File: src/rtl/equiv_pkg.sv
// Shared types and helpers for the equivalence sweeper: FSM state encoding
// and the binary-to-Gray conversion used for the GRAY_ORDER_EN vector order.
`timescale 1ns/1ps
package equiv_pkg;

   typedef enum logic [1:0] {
      ST_IDLE,
      ST_SETTLE,
      ST_SAMPLE,
      ST_DONE
   } state_e;

   localparam int MAX_IN   = 16;
   localparam int SETTLE_W = 4;

   function automatic logic [MAX_IN-1:0] bin2gray(input logic [MAX_IN-1:0] b);
      return b ^ (b >> 1);
   endfunction

endpackage

File: src/rtl/sweep_counter.sv
// Sweep index register plus per-vector settle counter, with the flags the
// sweeper FSM uses to decide when to sample and when the sweep is complete.
`timescale 1ns/1ps
module sweep_counter
   import equiv_pkg::*;
#(
   parameter int N_IN   = 4,
   parameter int SETTLE = 2
) (
   input  logic            clk,
   input  logic            rst_n,
   input  logic            clr,
   input  logic            settle_en,
   input  logic            adv,
   output logic [N_IN-1:0] idx,
   output logic            settle_last,
   output logic            idx_last
);

   logic [N_IN-1:0]     idx_q, idx_d;
   logic [SETTLE_W-1:0] cnt_q, cnt_d;

   // Advancing the index also rearms the settle counter for the next vector.
   always_comb begin
      idx_d = idx_q;
      cnt_d = cnt_q;
      if (clr) begin
         idx_d = '0;
         cnt_d = '0;
      end else if (adv) begin
         idx_d = idx_q + 1'b1;
         cnt_d = '0;
      end else if (settle_en) begin
         cnt_d = cnt_q + 1'b1;
      end
   end

   always_ff @(posedge clk) begin
      if (!rst_n) begin
         idx_q <= '0;
         cnt_q <= '0;
      end else begin
         idx_q <= idx_d;
         cnt_q <= cnt_d;
      end
   end

   assign idx         = idx_q;
   assign settle_last = (cnt_q == SETTLE_W'(SETTLE - 1));
   assign idx_last    = &idx_q;

endmodule

File: src/rtl/equiv_sweeper.sv
// Exhaustive equivalence sweeper: drives every input vector to N_CH channels and
// compares each against channel 0. Define GRAY_ORDER_EN for Gray-code vector order.
`timescale 1ns/1ps
module equiv_sweeper
   import equiv_pkg::*;
#(
   parameter int N_IN   = 4,
   parameter int N_CH   = 3,
   parameter int SETTLE = 2
) (
   input  logic            clk,
   input  logic            rst_n,
   input  logic            start,
   input  logic            abort,
   input  logic [N_CH-1:0] ch_out,
   output logic [N_IN-1:0] vec,
   output logic            busy,
   output logic            done,
   output logic            pass,
   output logic [N_IN:0]   mis_cnt,
   output logic [N_CH-1:0] fail_mask,
   output logic [N_IN-1:0] first_fail_vec,
   output logic            first_fail_vld
);

   localparam state_e ST_RUN = (SETTLE == 0) ? ST_SAMPLE : ST_SETTLE;

   state_e          state_q, state_d;
   logic [N_IN:0]   mis_cnt_q, mis_cnt_d;
   logic [N_CH-1:0] fail_mask_q, fail_mask_d;
   logic [N_IN-1:0] ffv_q, ffv_d;
   logic            ffvld_q, ffvld_d;

   logic            clr, settle_en, adv, settle_last, idx_last;
   logic [N_IN-1:0] idx, vec_ord;
   logic [N_CH-1:0] diff;

   sweep_counter #(.N_IN(N_IN), .SETTLE(SETTLE)) u_cnt (
      .clk        (clk),
      .rst_n      (rst_n),
      .clr        (clr),
      .settle_en  (settle_en),
      .adv        (adv),
      .idx        (idx),
      .settle_last(settle_last),
      .idx_last   (idx_last)
   );

`ifdef GRAY_ORDER_EN
   assign vec_ord = N_IN'(bin2gray(MAX_IN'(idx)));
`else
   assign vec_ord = idx;
`endif

   // Bit 0 compares golden with itself, so fail_mask[0] can never set.
   assign diff = ch_out ^ {N_CH{ch_out[0]}};

   always_comb begin
      state_d     = state_q;
      clr         = 1'b0;
      settle_en   = 1'b0;
      adv         = 1'b0;
      mis_cnt_d   = mis_cnt_q;
      fail_mask_d = fail_mask_q;
      ffv_d       = ffv_q;
      ffvld_d     = ffvld_q;
      if (abort || ((state_q == ST_IDLE || state_q == ST_DONE) && start)) begin
         state_d     = abort ? ST_IDLE : ST_RUN;
         clr         = 1'b1;
         mis_cnt_d   = '0;
         fail_mask_d = '0;
         ffv_d       = '0;
         ffvld_d     = 1'b0;
      end else begin
         case (state_q)
            ST_SETTLE: begin
               settle_en = 1'b1;
               if (settle_last) state_d = ST_SAMPLE;
            end
            ST_SAMPLE: begin
               fail_mask_d = fail_mask_q | diff;
               if (|diff) begin
                  mis_cnt_d = mis_cnt_q + 1'b1;
                  if (!ffvld_q) begin
                     ffv_d   = vec_ord;
                     ffvld_d = 1'b1;
                  end
               end
               if (idx_last) begin
                  state_d = ST_DONE;
               end else begin
                  adv     = 1'b1;
                  state_d = ST_RUN;
               end
            end
            default: ;
         endcase
      end
   end

   always_ff @(posedge clk) begin
      if (!rst_n) begin
         state_q     <= ST_IDLE;
         mis_cnt_q   <= '0;
         fail_mask_q <= '0;
         ffv_q       <= '0;
         ffvld_q     <= 1'b0;
      end else begin
         state_q     <= state_d;
         mis_cnt_q   <= mis_cnt_d;
         fail_mask_q <= fail_mask_d;
         ffv_q       <= ffv_d;
         ffvld_q     <= ffvld_d;
      end
   end

   assign vec            = (state_q == ST_IDLE) ? '0 : vec_ord;
   assign busy           = (state_q == ST_SETTLE) || (state_q == ST_SAMPLE);
   assign done           = (state_q == ST_DONE);
   assign pass           = done && (mis_cnt_q == '0);
   assign mis_cnt        = mis_cnt_q;
   assign fail_mask      = fail_mask_q;
   assign first_fail_vec = ffv_q;
   assign first_fail_vld = ffvld_q;

endmodule

File: config.mk
export PLATFORM = sky130hd
export DESIGN_NAME = equiv_sweeper
export DESIGN_NICKNAME = d
export VERILOG_FILES = /design/src/rtl/equiv_pkg.sv /design/src/rtl/sweep_counter.sv /design/src/rtl/equiv_sweeper.sv
export SDC_FILE = /design/constraint.sdc
export NUM_CORES = 1
export LEC_CHECK = 0
export CORE_MARGIN = 4
export CORE_UTILIZATION = 52
export DETAILED_ROUTE_END_ITERATION = 16
export GPL_ROUTABILITY_DRIVEN = 0
export PLACE_DENSITY = 0.8
export SETUP_SLACK_MARGIN = 0.05
export SYNTH_ARGS = -nofsm -noshare
export SYNTH_HDL_FRONTEND = slang
export SYNTH_HIERARCHICAL = 1
export SYNTH_SLANG_ARGS = --single-unit
File: constraint.sdc
create_clock -name clk -period 5.45 [get_ports clk]
set_input_delay 1.09 -clock clk [delete_from_list [all_inputs] [get_ports clk]]
set_output_delay 1.09 -clock clk [all_outputs]
set_load 0.01 [all_outputs]
# After elaboration in Yosys (flattened, before gate mapping)
# Index checks and enable logic that the tools add are counted.
# classes
n_addsub	3
eq_ne	5
mux	12
bitwise_logic	4
reduce_logical	16
# ops
op	n
adder 4 x 1 -> 4 bit (second input constant)	2
two-way mux 1 bit	7
two-way mux 2 bit	3
OR reduction 3 bit	2
adder 5 x 1 -> 5 bit (second input constant)	1
zero test 5 bit	1
== test 2 bit (second input constant)	2
== test 4 x 1 -> 1 bit (second input constant)	1
two-way mux 4 bit	1
one-hot mux 2 bit (2 select lines)	1
AND reduction 2 bit	2
AND reduction 4 bit	1
OR reduction 2 bit	2
logical OR 1 bit	3
inequality test 3 bit (second input constant)	1
bitwise OR 3 bit	1
AND reduction 3 bit	1
nonzero test 3 bit	1
XOR 3 bit	1
== test 2 x 1 -> 1 bit (second input constant)	1
logical AND 1 bit	2
zero test 2 bit	1
inverter 1 bit	2
# word_totals
reg_bits	23
inputBits	7
output_inout_bits	20
wordCells	47

# Depth between registers and ports, before layout
# Gate-level depths: netlist of run 1.
# depth
depth_word	6
mapped_depth	8

# Cells and area by module
# The synthesis of run 1 kept the hierarchy.
# by_module_without_submodules
module	n_inst	cells_each	area_each_um2	seq_area_each_um2
equiv_sweeper	1	86	768.2	280.3
sweep_counter	1	38	410.4	160.2

# Least setup slack after synthesis of run 1
# OpenSTA, ideal clock, no wires.
# synth_path
kind	input-to-reg
startpoint	input start
endpoint	register u_cnt.cnt_q[3]
setup_time_ps	121
arrival_time_ps	2090
required_ps	5329
setup_slack_ps	3240
cell_stages	6
n_path_buf	1
cell_sequence	nor2b_1 nor2_1 and2_1 buf_6 and4bb_1 mux2_2
# synth_via
elab_chain_cells	4
elab_cells_between_ends	6
classes_between	mux: 3; reduce/logical: 3
# synth_lines
item	line	rtl
from (decl)	equiv_sweeper.sv:13	input logic start,
logical AND 1 bit	equiv_sweeper.sv:67	if (abort || ((state_q == ST_IDLE || state_q == ST_DONE) && start)) begin
logical OR 1 bit	equiv_sweeper.sv:67	
two-way mux 1 bit	equiv_sweeper.sv:67	
via adv	equiv_sweeper.sv:34	logic clr, settle_en, adv, settle_last, idx_last;
OR reduction 3 bit (no source line)	-	
to (signal assigned)	sweep_counter.sv:44	cnt_q <= cnt_d;
to (decl)	sweep_counter.sv:21	logic [SETTLE_W-1:0] cnt_q, cnt_d;
# The timed path passes the listed nets, and every way through them passes these cells.
# A chain may end at the register's enable or synchronous reset.

# Final worst setup path of run 1
# layout_path
startpoint	register state_q[0]
endpoint	output vec[3]
# layout_via
elab_chain_cells	2
# layout_lines
item	line	rtl
from (decl)	equiv_sweeper.sv:28	state_e state_q, state_d;
from (signal assigned)	equiv_sweeper.sv:109	state_q <= state_d;
zero test 2 bit	equiv_sweeper.sv:117	assign vec = (state_q == ST_IDLE) ? '0 : vec_ord;
two-way mux 4 bit	equiv_sweeper.sv:117	
to (decl)	equiv_sweeper.sv:16	output logic [N_IN-1:0] vec,
# No other way between the ends.

==> results of run 1 <==
[worst paths after layout]
kind,end,slack (ns),depth (start not counted)
worst max-delay path,vec[3],2.61,4
worst max register to register,u_cnt/cnt_q[3],3.36,7
worst min register to register,fail_mask[2],0.48,2
worst min-delay path,fail_mask[2],0.48,2
[layer usage]
metal  share of wire  global-route usage  up-vias
li1                -                   -      471
met1            0.50               0.208      428
met2            0.45               0.255       15
met3           0.042              0.0302        0
met4               0              0.0313        0
met5               0                   0        -
[Yosys cell counts, drive strengths merged, types with 2 or more instances]
cell,count
a211oi,2
a21bo,2
a21oi,6
and2,3
and3,2
buf,4
dfxtp,22
ha,9
inv,7
mux2i,8
nand2,2
nand2b,2
nand3,3
nand3b,3
nand4,4
nor2,14
nor2b,7
nor3,2
or3,2
xnor2,3
xor2,4
[flip-flops by register name, summed over array words and instances (netlist names)]
| name | flops |
|---|---|
| u_cnt/idx | 4 |
| first_fail_vec | 4 |
| fail_mask | 2 |
| u_cnt/cnt_q | 4 |
| state_q | 2 |
| first_fail_vld | 1 |
| mis_cnt | 5 |
[logic make-up after synthesis]
family,Yosys count,synth area share
other,1,0.00318
muxes,9,0.0775
adders and majority gates,9,0.0955
xor gates and xnor gates,7,0.0520
and+or+nand+nor,51,0.254
AOI/OAI and AO/OA,13,0.0839
DFF,22,0.374
buffers and inverters,12,0.0605
[worst reg2reg max path: stages, from the launching register on]
cell and delay, ns:
dfxtp_1 0.41, inv_1 0.09, ha_1 0.32, nor2b_1 0.09, nor2_1 0.19, and2_1 0.41
and4bb_1 0.23, mux2_2 0.26
[cell type report]
type | instances | area, sq um | area share
flip-flops and latches | 22 | 440 | 0.303
multi-input cells | 90 | 667 | 0.459
clock buffers | 4 | 36.3 | 0.0250
repair buffers | 25 | 250 | 0.172
inverters | 7 | 26.3 | 0.0181
well taps | 27 | 33.8 | 0.0232
[report_power, final]
group	total [mW]	internal [mW]	leakage [nW]	switching (mW)
logic	0.0412	0.0193	0.335	0.0219
clock network	0.0881	0.0407	0.0210	0.0474
registers	0.164	0.163	0.177	0.00189
total	0.294	0.223	0.534	0.0711
[through the flow]
stage,worst slack (ns),utilization,instances
2_1_floorplan,3.24,-,124
3_3_place_gp,2.65,0.688,171
3_5_place_dp,2.59,0.688,171
4_1_cts,2.58,0.705,175
5_1_grt,2.50,0.705,175
6_report,2.61,0.705,175
==> summary.md, run 1 <==
| Metric | Value |
|---|---|
| Layout cells sized above 1 | `0.0811` |
| Post-route ant nets | `0` |
| Fin crit share | `0.522` |
| Ys Warns | `6` |
| Clk_skew | `0.00443 ns` |
| CTS Hold Bufs | `0` |
| H-tree Lvls | `1` |
| First-pass GRT wire length | `3990 um` |
| Total CTS buffers | `3` |
| TritonCTS clock tree | `built` |
| Vias in the first global route | `909` |
| # DRC | `0` |
| DRT Wirelength | `2270 um` |
| Hold WS | `~0.48 ns` |
| Largest net degree at the start of global routing | `13` |
| Final Cell Area | `1450 sq um` |
| Total gr overflow | `0` |
| Synth top area share | `0.374` |
| CP arrival | `approximately 1.8 ns` |
| Post-CTS setup buffer count | `0` |
| Vias/cell | `5.22` |
| RSZ-0062 raised after global routing | `no` |
| Area growth syn-to-layout | `23.4%` |
| Cell variety after synth | `37` |
| Pre-antenna DRT Iters | `4` |
| Final worst path period need | `2.84 ns` |
| Setup CP Type | `reg -> out` |
| Top Family by Delay on Critical Path | `buffers and inverters` |
| Max frequency | `352 MHz` |
| Sink Count | `22` |
| Most common cell after layout, fill and taps aside | `clkdlybuf4s50_1` |
| Number of port buffers | `25` |
| Asr flop ratio synth | `0` |
| Clock Tree Root | `clkbuf_4` |
| Worst-Skew Late Latency | `0.30 ns` |
| Crit path launch type | `flip-flop` |
| Starting Density | `0.572` |
| Crit end category | `primary output` |
| Commonest cells after routing, fill and taps aside | `25 x clkdlybuf4s50_1, 22 x dfxtp_1, 14 x nor2_1` |
| Hold Startpoint | `fail_mask[2]` |
| Clock slew at reported path FFs | `0.12 ns` |
| Number of flops mapped to enable cells by yosys | `0` |
| Initial antenna violation count | `0` |
| Seq cells post-synth | `22` |
| Bufs on Longest Clock Path | `2` |
| Worst path cell trace | `inv_1 > ha_1 > nor2b_1 > clkdlybuf4s50_1` |
| 1st-iter DRT viols | `14` |
| Row count | `16` |
| Status | `finished, final reports clean` |
| Largest area contributor in the netlist | `dfxtp_1` |
| Syn Std Cell Area | `1180 sq um` |
| Max Slew Vio Count | `0` |
| Antenna Cells | `0` |
| Slowest CP cell | `clkdlybuf4s50_1` |
| Leakage | `approximately 0.53 nW` |
| All-Layer GR Usage | `0.154` |
| Final Total Pwr | `about 290 uW` |
| Pwr/cell area | `202 nW/um^2` |
| Core ar. | `approximately 2100 sq um` |
| Vias | `914` |
| Hold Fails Final Rpt | `0` |
| Worst min path class | `reg -> reg` |
| Half-perimeter wire length after placement | `approximately 1700 um` |
| Crit-path max FO | `4` |
| Fill count | `roughly 160` |
| RR Startpoint | `state_q[0]` |
| Post_cts resized | `0` |
| Crit path buffers/inverters | `2` |
| Placed cell area | `1420 sq um` |
| Max cap viols | `0` |
| Syn nets | `140` |
| Worst vdd ir | `0.000136 V` |
| Synth Flop Type | `dfxtp_1` |
| Post-Synthesis Mean Instance Area | `9.51 sq um` |
| Setup TNS Final | `0 ns` |
| Sequential-to-total area share from yosys stat | `0.374` |
| Io pins | `27` |
| Die area | `around 3000 sq um` |
| Die width | `55.6 um` |
| Syn Inst Count | `124` |
| Total Nets Final | `165` |
| Final setup violation count | `0` |
| Wirelength per Cell | `12.9 um` |
| CP startpoint | `state_q[0]` |
| Area contributors post-synth | `dfxtp_1 37%, ha_1 9.6%, mux2i_1 6.8%, nor2_1 4.5%, nor2b_1 3.7%` |
| Chip height | `55.6 um` |
| Worst path required time | `about 4.4 ns` |
| CP max stage delay | `between 0.5 and 0.6 ns` |
Note: power is estimated with default switching activity, not from simulation.
==> inputs of run 2 (changes only) <==
CORE_UTILIZATION = 49   (was 52)
PLACE_DENSITY = 0.76   (was 0.8)
clock period = 2.7 ns   (was 5.45 ns; I/O delays follow)
==> run 2 against run 1 <==
  * Clock skew up 0.0050 ns
  * Cell area grew 1.2%
  * Utilization down 5.2 points
  * Clock power rose to 2.8 times the previous value
  * Clock-buffer cell count decreased by 1
  * Register-to-register slack got worse by 2.7 ns
==> summary.md, run 2 (synthesis gave the netlist of run 1 again) <==
| Metric | Value |
|---|---|
| All-Layer GR Usage | `0.151 (was 0.154)` |
| Status | `finished, final reports clean (unchanged)` |
| Top Family by Delay on Critical Path | `buffers and inverters (unchanged)` |
| Wirelength per Cell | `12.6 um (was 12.9 um)` |
| Leakage | `0.541 nW (was 0.534 nW)` |
| Io pins | `27 (unchanged)` |
| Placed cell area | `1420 sq um (about the same)` |
| WP depth | `4 (unchanged)` |
| CP arrival | `1.75 ns (about the same)` |
| Post-Layout Cell Count | `176 (was 175)` |
| Fin worst setup slack | `0.405 ns (was 2.61 ns)` |
| Vias | `912 (was 914)` |
| Fin crit share | `0.850` |
| Max cap viols | `0 (unchanged)` |
| Area growth syn-to-layout | `24.8% (was 23.4%)` |
| Largest register FFs | `5 (unchanged)` |
| Crit path launch type | `flip-flop (unchanged)` |
| Commonest cells after routing, fill and taps aside | `25 x clkdlybuf4s50_1, 22 x dfxtp_1, 14 x nor2_1 (unchanged)` |
| Initial antenna violation count | `0 (unchanged)` |
| Sink Count | `22 (unchanged)` |
| RSZ-0062 raised after global routing | `no (unchanged)` |
| Total Nets Final | `165 (unchanged)` |
| Clock Tree Root | `clkbuf_4 (unchanged)` |
| Most common cell after layout, fill and taps aside | `clkdlybuf4s50_1 (unchanged)` |
| Die width | `57.0 um (was 55.6 um)` |
| CTS Hold Bufs | `0 (unchanged)` |
| Crit path buffers/inverters | `2 (unchanged)` |
| Die area | `3250 sq um (was 3090 sq um)` |
| Setup TNS Final | `0 ns (unchanged)` |
| Final setup violation count | `0 (unchanged)` |
| Final worst path period need | `2.29 ns` |
| Worst path cell trace | `inv_1 > ha_1 > nor2b_1 > clkdlybuf4s50_1 (unchanged)` |
| Total gr overflow | `0 (unchanged)` |
| Starting Density | `0.523 (was 0.572)` |
| First-pass GRT wire length | `3940 um (was 3990 um)` |
| Hold WS | `0.488 ns (was 0.479 ns)` |
| CP max stage delay | `0.55 ns (about the same)` |
| Clock slew at reported path FFs | `0.13 ns (was 0.12 ns)` |
| Worst min path class | `reg -> reg (unchanged)` |
| Final core occ | `0.653 (was 0.705)` |
| Setup CP Type | `reg -> out (unchanged)` |
| Pwr/cell area | `452 nW/um^2 (was 202 nW/um^2)` |
| Cells on worst reg2reg path | `7 (unchanged)` |
| Bufs on Longest Clock Path | `2 (unchanged)` |
| P_int | `517 uW (was 223 uW)` |
| Combinational fraction of design power | `0.125 (was 0.140)` |
| Post-route ant nets | `0 (unchanged)` |
| Clk_skew | `0.00944 ns (was 0.00443 ns)` |
| Worst vdd ir | `0.000338 V (was 0.000136 V)` |
| DRT Wirelength | `2230 um (was 2270 um)` |
| Switching power | `148 uW (was 71.1 uW)` |
| Vias in the first global route | `918 (was 909)` |
| Antenna Cells | `0 (unchanged)` |
| Post-CTS setup buffer count | `0 (unchanged)` |
| Vias/cell | `5.18 (was 5.22)` |
| Max frequency | `about 440 MHz` |
| Slowest CP cell | `clkdlybuf4s50_1 (unchanged)` |
| Worst path required time | `2.16 ns (was 4.36 ns)` |
| Inst Count DP | `172 (was 171)` |
| Chip height | `57.0 um (was 55.6 um)` |
| Half-perimeter wire length after placement | `1710 um (was 1730 um)` |
| Pre-antenna DRT Iters | `4 (unchanged)` |
| Hold Fails Final Rpt | `0 (unchanged)` |
| Sequential Power Share | `0.499 (was 0.560)` |
| Worst-Skew Late Latency | `0.30 ns (about the same)` |
| Crit end category | `primary output (unchanged)` |
| Fill count | `206 (was 162)` |
| Pre-CTS setup slack | `0.404 ns (was 2.59 ns)` |
| Row count | `17 (was 16)` |
| Layout cells sized above 1 | `0.0811 (unchanged)` |
| Clock power frac | `0.376 (was 0.300)` |
| Total CTS buffers | `3 (unchanged)` |
| Core ar. | `2250 sq um (was 2060 sq um)` |
| Crit-path max FO | `4 (unchanged)` |
| Worst Hold Depth | `2 (unchanged)` |
| Largest net degree at the start of global routing | `14 (was 13)` |
| Max Slew Vio Count | `0 (unchanged)` |
| Post_cts resized | `0 (unchanged)` |
| Final Cell Area | `1470 sq um (was 1450 sq um)` |
| TritonCTS clock tree | `built (unchanged)` |
| 1st-iter DRT viols | `11 (was 14)` |
| Final Total Pwr | `665 uW (was 294 uW)` |
| Number of port buffers | `25 (unchanged)` |
| H-tree Lvls | `1 (unchanged)` |
| Switching part of the total | `0.222 (was 0.242)` |
| # DRC | `0 (unchanged)` |
==> run 2: cell count changes in the layout (fill, tap and decap cells not counted) <==
cell / before / now
bufinv_16: 0 / 1
clkbuf_8: 1 / 0
==> run 2: final cells by class <==
| type | count | area (sq um) | share of cell area |
|---|---|---|---|
| Inverter | 7 | 26.3 | 0.0179 |
| Clock buffer | 3 | 22.5 | 0.0153 |
| Clock inverter | 1 | 30.0 | 0.0204 |
| Tap cell | 28 | 35.0 | 0.0238 |
| Multi-Input combinational cell | 90 | 667 | 0.453 |
| Timing Repair Buffer | 25 | 250 | 0.170 |
| Sequential cell | 22 | 440 | 0.299 |
==> run 2: tightest hold or removal path: cells and delay by family (launching register included) <==
family          cells  cell delay [ns]
buf+inv             1             0.06
compound gates      1             0.06
flops               1             0.34
==> run 2: final timing paths <==
kind | from | to | slack (ns)
worst max-delay path | state_q[0] | vec[3] | 0.41
worst max register to register | state_q[0] | u_cnt/cnt_q[3] | 0.62
worst min-delay path | first_fail_vld | first_fail_vld | 0.49
worst min register to register | first_fail_vld | first_fail_vld | 0.49
==> run 2: metal layers <==
layer / GRT usage / wire length (um)
met4: 0.0497 / 17
met2: 0.266 / 1060
met5: 0 / 0
met1: 0.185 / 1010
met3: 0.0249 / 137
==> run 2: power groups by stage <==
stage | Clock, mW | Combinational [mW] | Sequential, mW
after floorplan | 0 | 0.0595 | 0.339
after global placement | 0 | 0.0812 | 0.339
after detailed placement | 0 | 0.0838 | 0.339
after CTS | 0.257 | 0.0844 | 0.332
after global routing | 0.278 | 0.0939 | 0.333
final | 0.250 | 0.0833 | 0.332
